<file path="config.mk">
export PLATFORM = sky130hd
export DESIGN_NAME = ex_stage_pr3
export DESIGN_NICKNAME = d
export VERILOG_FILES = /design/src/rtl/ex_stage_pr3.sv
export SDC_FILE = /design/constraint.sdc
export NUM_CORES = 1
export LEC_CHECK = 0
export CAP_MARGIN = 20
export CORE_AREA = 2 2 390 392
export CTS_CLUSTER_SIZE = 10
export DETAILED_ROUTE_END_ITERATION = 8
export DIE_AREA = 0 0 392 394
export SYNTH_ARGS = -nofsm -noshare
export SYNTH_HDL_FRONTEND = slang
export SYNTH_SLANG_ARGS = --single-unit
export TNS_END_PERCENT = 20
</file>
<file path="constraint.sdc">
create_clock -name clock -period 18.6 [get_ports clock]
set_clock_uncertainty 0.2 [all_clocks]
set_input_delay 1.86 -clock clock [delete_from_list [all_inputs] [get_ports clock]]
set_output_delay 1.86 -clock clock [all_outputs]
set_load 0.01 [all_outputs]
</file>
<file path="src/rtl/ex_stage_pr3.sv">
// LEGv8 execute stage and EX/MEM pipeline register (ID/EX bus in, EX/MEM bus out).
// Define EX_MUL_EN to add the iterative 64-cycle shift-add multiplier for MUL.
module ex_stage_pr3 (
    input  logic         clock,
    input  logic         reset,
    input  logic [499:0] PR2,
    input  logic         stall,
    input  logic         flush,
    output logic [499:0] PR3,
    output logic         busy
);

    localparam logic [10:0] OP_ADD = 11'b10001011000;
    localparam logic [10:0] OP_SUB = 11'b11001011000;
    localparam logic [10:0] OP_AND = 11'b10001010000;
    localparam logic [10:0] OP_ORR = 11'b10101010000;

    logic [4:0]  rt;
    logic [10:0] opcode;
    logic [63:0] pc;
    logic        alu_src;
    logic [1:0]  alu_op;
    logic [4:0]  ctrl;
    logic [63:0] data1;
    logic [63:0] data2;
    logic [63:0] se_out;

    assign rt      = PR2[4:0];
    assign opcode  = PR2[31:21];
    assign pc      = PR2[95:32];
    assign alu_src = PR2[96];
    assign alu_op  = PR2[98:97];
    assign ctrl    = PR2[103:99];
    assign data1   = PR2[167:104];
    assign data2   = PR2[231:168];
    assign se_out  = PR2[295:232];

    logic unused_bits;
    assign unused_bits = ^{PR2[20:5], PR2[499:296]};

    logic [63:0] op_a;
    logic [63:0] op_b;
    logic [63:0] alu_res;
    logic [63:0] br_target;

    assign op_a      = data1;
    assign op_b      = alu_src ? se_out : data2;
    assign br_target = pc + {se_out[61:0], 2'b00};

    always_comb begin
        alu_res = '0;
        case (alu_op)
            2'b00, 2'b11: alu_res = op_a + op_b;
            2'b01:        alu_res = op_b;
            default: begin
                case (opcode)
                    OP_ADD:  alu_res = op_a + op_b;
                    OP_SUB:  alu_res = op_a - op_b;
                    OP_AND:  alu_res = op_a & op_b;
                    OP_ORR:  alu_res = op_a | op_b;
                    default: alu_res = '0;
                endcase
            end
        endcase
    end

    function automatic logic [499:0] pack_pr3(
        input logic [4:0]  f_rt,
        input logic [63:0] f_tgt,
        input logic [63:0] f_res,
        input logic [63:0] f_sd,
        input logic [4:0]  f_ctrl
    );
        logic [499:0] v;
        v          = '0;
        v[4:0]     = f_rt;
        v[68:5]    = f_tgt;
        v[69]      = (f_res == 64'd0);
        v[133:70]  = f_res;
        v[197:134] = f_sd;
        v[202:198] = f_ctrl;
        v[203]     = 1'b1;
        return v;
    endfunction

`ifdef EX_MUL_EN
    localparam logic [10:0] OP_MUL = 11'b10011011000;
    localparam logic [0:0]  S_IDLE = 1'b0;
    localparam logic [0:0]  S_MUL  = 1'b1;

    logic         state;
    logic [5:0]   cnt;
    logic [127:0] acc;
    logic [127:0] mcand;
    logic [63:0]  mplier;
    logic [4:0]   l_rt;
    logic [63:0]  l_tgt;
    logic [63:0]  l_sd;
    logic [4:0]   l_ctrl;
    logic [127:0] acc_next;
    logic         is_mul;

    assign is_mul   = (alu_op == 2'b10) && (opcode == OP_MUL);
    assign acc_next = acc + (mplier[0] ? mcand : 128'd0);
    assign busy     = ((state == S_IDLE) && is_mul && !stall && !flush) ||
                      ((state == S_MUL) && (cnt != 6'd63) && !flush);

    always_ff @(posedge clock) begin
        if (reset) begin
            PR3    <= '0;
            state  <= S_IDLE;
            cnt    <= '0;
            acc    <= '0;
            mcand  <= '0;
            mplier <= '0;
            l_rt   <= '0;
            l_tgt  <= '0;
            l_sd   <= '0;
            l_ctrl <= '0;
        end else if (state == S_MUL) begin
            // stall has no effect here; only flush can abort the multiply
            if (flush) begin
                state        <= S_IDLE;
                PR3[203:198] <= '0;
            end else begin
                acc    <= acc_next;
                mcand  <= {mcand[126:0], 1'b0};
                mplier <= {1'b0, mplier[63:1]};
                cnt    <= cnt + 6'd1;
                if (cnt == 6'd63) begin
                    PR3   <= pack_pr3(l_rt, l_tgt, acc_next[63:0], l_sd, l_ctrl);
                    state <= S_IDLE;
                end
            end
        end else begin
            if (flush) begin
                PR3[203:198] <= '0;
            end else if (stall) begin
                PR3 <= PR3;
            end else if (is_mul) begin
                state        <= S_MUL;
                cnt          <= '0;
                acc          <= '0;
                mcand        <= {64'd0, op_a};
                mplier       <= op_b;
                l_rt         <= rt;
                l_tgt        <= br_target;
                l_sd         <= data2;
                l_ctrl       <= ctrl;
                PR3[203:198] <= '0;
            end else begin
                PR3 <= pack_pr3(rt, br_target, alu_res, data2, ctrl);
            end
        end
    end
`else
    assign busy = 1'b0;

    always_ff @(posedge clock) begin
        if (reset) begin
            PR3 <= '0;
        end else if (flush) begin
            PR3[203:198] <= '0;
        end else if (!stall) begin
            PR3 <= pack_pr3(rt, br_target, alu_res, data2, ctrl);
        end
    end
`endif

endmodule

</file>
==> metrics.md <==
| Metric | Value |
|---|---|
| Status | `finished, final reports clean` |
| WP data required | `18,890 ps` |
| Slew headroom | `0.149` |
| HPWL after detailed placement | `114,000 um` |
| DRT iter0 DRCs | `2,885` |
| Leading register cell type out of synthesis | `dfxtp_1` |
| Period utilisation layout | `0.462` |
| Dominant combinational cell family by area after synthesis | `compound AO/OA/AOI/OAI gates` |
| XOR/XNOR Fraction of Synth Area | `0.0353` |
| Cell variety after synth | `91` |
| Sequential-to-total area share from yosys stat | `0.160` |
| Top cell type's share of synthesized area | `0.160` |
| Syn Area/Cell | `7.13 um2` |
| Vias per inst | `4.71` |
| Post-synthesis mux area share | `0.0326` |
| I/O Buffers | `487` |
| RSZ-0062 raised after global routing | `false` |
| Clk buf depth | `3` |
| Synth Area in Compound Gates | `0.288` |
| Setup crit end | `PR3[69]` |
| GP Congestion | `0.972` |
| I/O pins | `1,005` |
| P per Cell Area | `61.6 nW/um2` |
| DIE HEIGHT | `394 um` |
| Antenna Nets Post-Route | `0` |
| Critical setup path kind | `in -> reg` |
| Layout cell share with drive strength beyond 1 | `0.0391` |
| Post-Synth Simple-Gate Area | `0.194` |
| Total Neg Setup Slack | `0 ps` |
| Total gr overflow | `0` |
| CTS root buf | `clkbuf_16` |
| # DRC | `0` |
| Critical path startpoint category | `input port` |
| Ys Warns | `0` |
| Min-delay worst type | `reg -> reg` |
| Peak supply drop | `0.0000689 V` |
| Total power | `0.00199 W` |
| Adder-Cell Fraction of Synth Area | `0.140` |
| Synth area leader | `dfxtp_1` |
| First-pass DRT Iterations | `6` |
| Async S/R FF share, synth | `0` |
| Fmax | `116 MHz` |
| Fin. Hold Viols | `0` |
| Worst Path Max Fanout | `36` |
| Area growth, synth to finish | `26.5%` |
| Commonest non-fill, non-tap cell in the layout | `clkdlybuf4s50_1` |
| WL/cell | `23.5 um` |
| Initial antenna violation count | `31` |
| Reg with most FFs | `PR3` |
| DR vias | `28,161` |
| Tightest Pin Transition | `1280 ps` |
| Leak | `13.0 nW` |
| Max_cap viols | `0` |
| H-Tree Depth | `1` |
| Commonest non-fill, non-tap cells in the layout | `clkdlybuf4s50_1, nand2_1, a21oi_1` |
| Terminus of the critical flop-to-flop path | `PR3[202]` |
| Total CTS buffers | `27` |
| Initial core utilization | `0.169` |
| CP startpoint | `PR2[96]` |
| Biggest regs | `PR3 x204` |
| Row count | `143` |
| Arr. time, crit path | `8870 ps` |
| Reg clk slew, reported paths | `60 ps` |
| Setup violators final | `0` |
| Sink Count | `204` |
| R2R depth | `2` |
| Flop2flop setup slack | `17,640 ps` |
| #FFs+latches synth | `204` |
| Largest net degree at the start of global routing | `143` |
| Post-CTS Hold Buffers | `0` |
| Max Slew Vio Count | `0` |
| Worst r2r src | `PR3[202]` |
| Vias in the first global route | `25,744` |
| WL final | `140,000 um` |
| First-pass GRT wire length | `194,000 um` |
| Tot GR Track Use | `0.171` |
| # resized after CTS | `0` |
| Clk_lat worst skew | `580 ps` |
| EDFF count, synth | `0` |
| HP Start | `PR3[203]` |
| Core area | `151,000 um2` |
| Gate Count Post-Synth | `3,580` |
| Largest cells by area after synthesis | `dfxtp_1, ha_1, buf_4, a21oi_1, nand2_1` |
| CTS tree | `built` |
| Die area | `154,000 um2` |
| # nets final | `4,719` |
| Netlist Area Pre-Place | `25,500 um2` |
| Post-CTS Repair Setup Buffers | `0` |
| Crit path capture type | `register` |
| Tmin final | `8590 ps` |
| Die width | `392 um` |
| Max reg flops | `204` |
==> Yosys cell counts, drive strengths merged (30+ instances only) <==
cell type    n
a211oi      82
mux2i       55
clkbuf     169
ha         281
o31ai       43
xnor2       71
nor2       255
nand4       45
o221ai      30
buf        331
o21bai      39
a21oi      398
o22ai       32
dfxtp      204
inv        216
xor2        32
nor4        31
nand2      423
nand3       61
o211ai      37
nor3        67
a21o        72
nor2b       30
o21ai      164
a31oi       33
nand2b      30
==> worst max-delay path: stages <==
cell and delay [ps]:
buf_4 400, buf_4 680, mux2i_1 740, ha_1 620
inv_1 220, a21oi_1 340, o21ai_0 260, a21o_1 230
a31oi_1 170, nand3_1 310, a31oi_1 700, nor2_1 170
a211o_1 320, xnor2_1 120, a221oi_1 950, nand4_1 390
o41ai_2 330
==> metal layers <==
layer,up-vias,GRT usage,share of wire
li1,12887,-,-
met4,26,0.0627,0.040
met3,225,0.0354,0.084
met2,1408,0.278,0.45
met5,-,0,0.0012
met1,13615,0.221,0.42
==> where the power goes <==
| part | switching, W | leakage (nW) | internal (W) |
|---|---|---|---|
| clock | 0.000229 | 0.410 | 0.000313 |
| combinational | 0.000618 | 10.9 | 0.000349 |
| sequential | 0.0000150 | 1.67 | 0.000465 |
==> per-stage QoR <==
stage	hold WS (ps)	setup WS (ps)	std cells	instance area, um2	util
floorplan	270	11240	3876	26600	-
global placement	238	9610	5928	31400	0.208
detailed placement	244	9670	5929	31400	0.208
CTS	251	10270	5969	32200	0.214
global route	268	9990	5976	32300	0.214
finish	249	10010	5980	32300	0.214
==> logic make-up after synthesis <==
family	after synthesis
flops	204
buf+inv	716
fa+ha+maj	284
compound gates	1127
mux	80
xor+xnor	103
other cells	1
simple gates	1065
==> cell type report <==
class / count / area (um2)
fillers: 16947 / 118000
multi-input cells: 2956 / 18800
repair buffers: 526 / 5200
flip-flops and latches: 204 / 4080
well taps: 2030 / 2540
inverters: 216 / 811
clock buffers: 34 / 732
clock inverters: 6 / 111
diodes: 8 / 20.0
==> worst min-delay path by stage <==
| stage | end | cells past startpoint |
|---|---|---|
| 2_1_floorplan | PR3[203] | 2 |
| 3_5_place_dp | PR3[60] | 2 |
| 5_1_grt | PR3[185] | 2 |
| 3_3_place_gp | PR3[203] | 2 |
| 4_1_cts | PR3[32] | 2 |
| 6_report | PR3[203] | 2 |
Note: power is estimated with default switching activity, not from simulation.
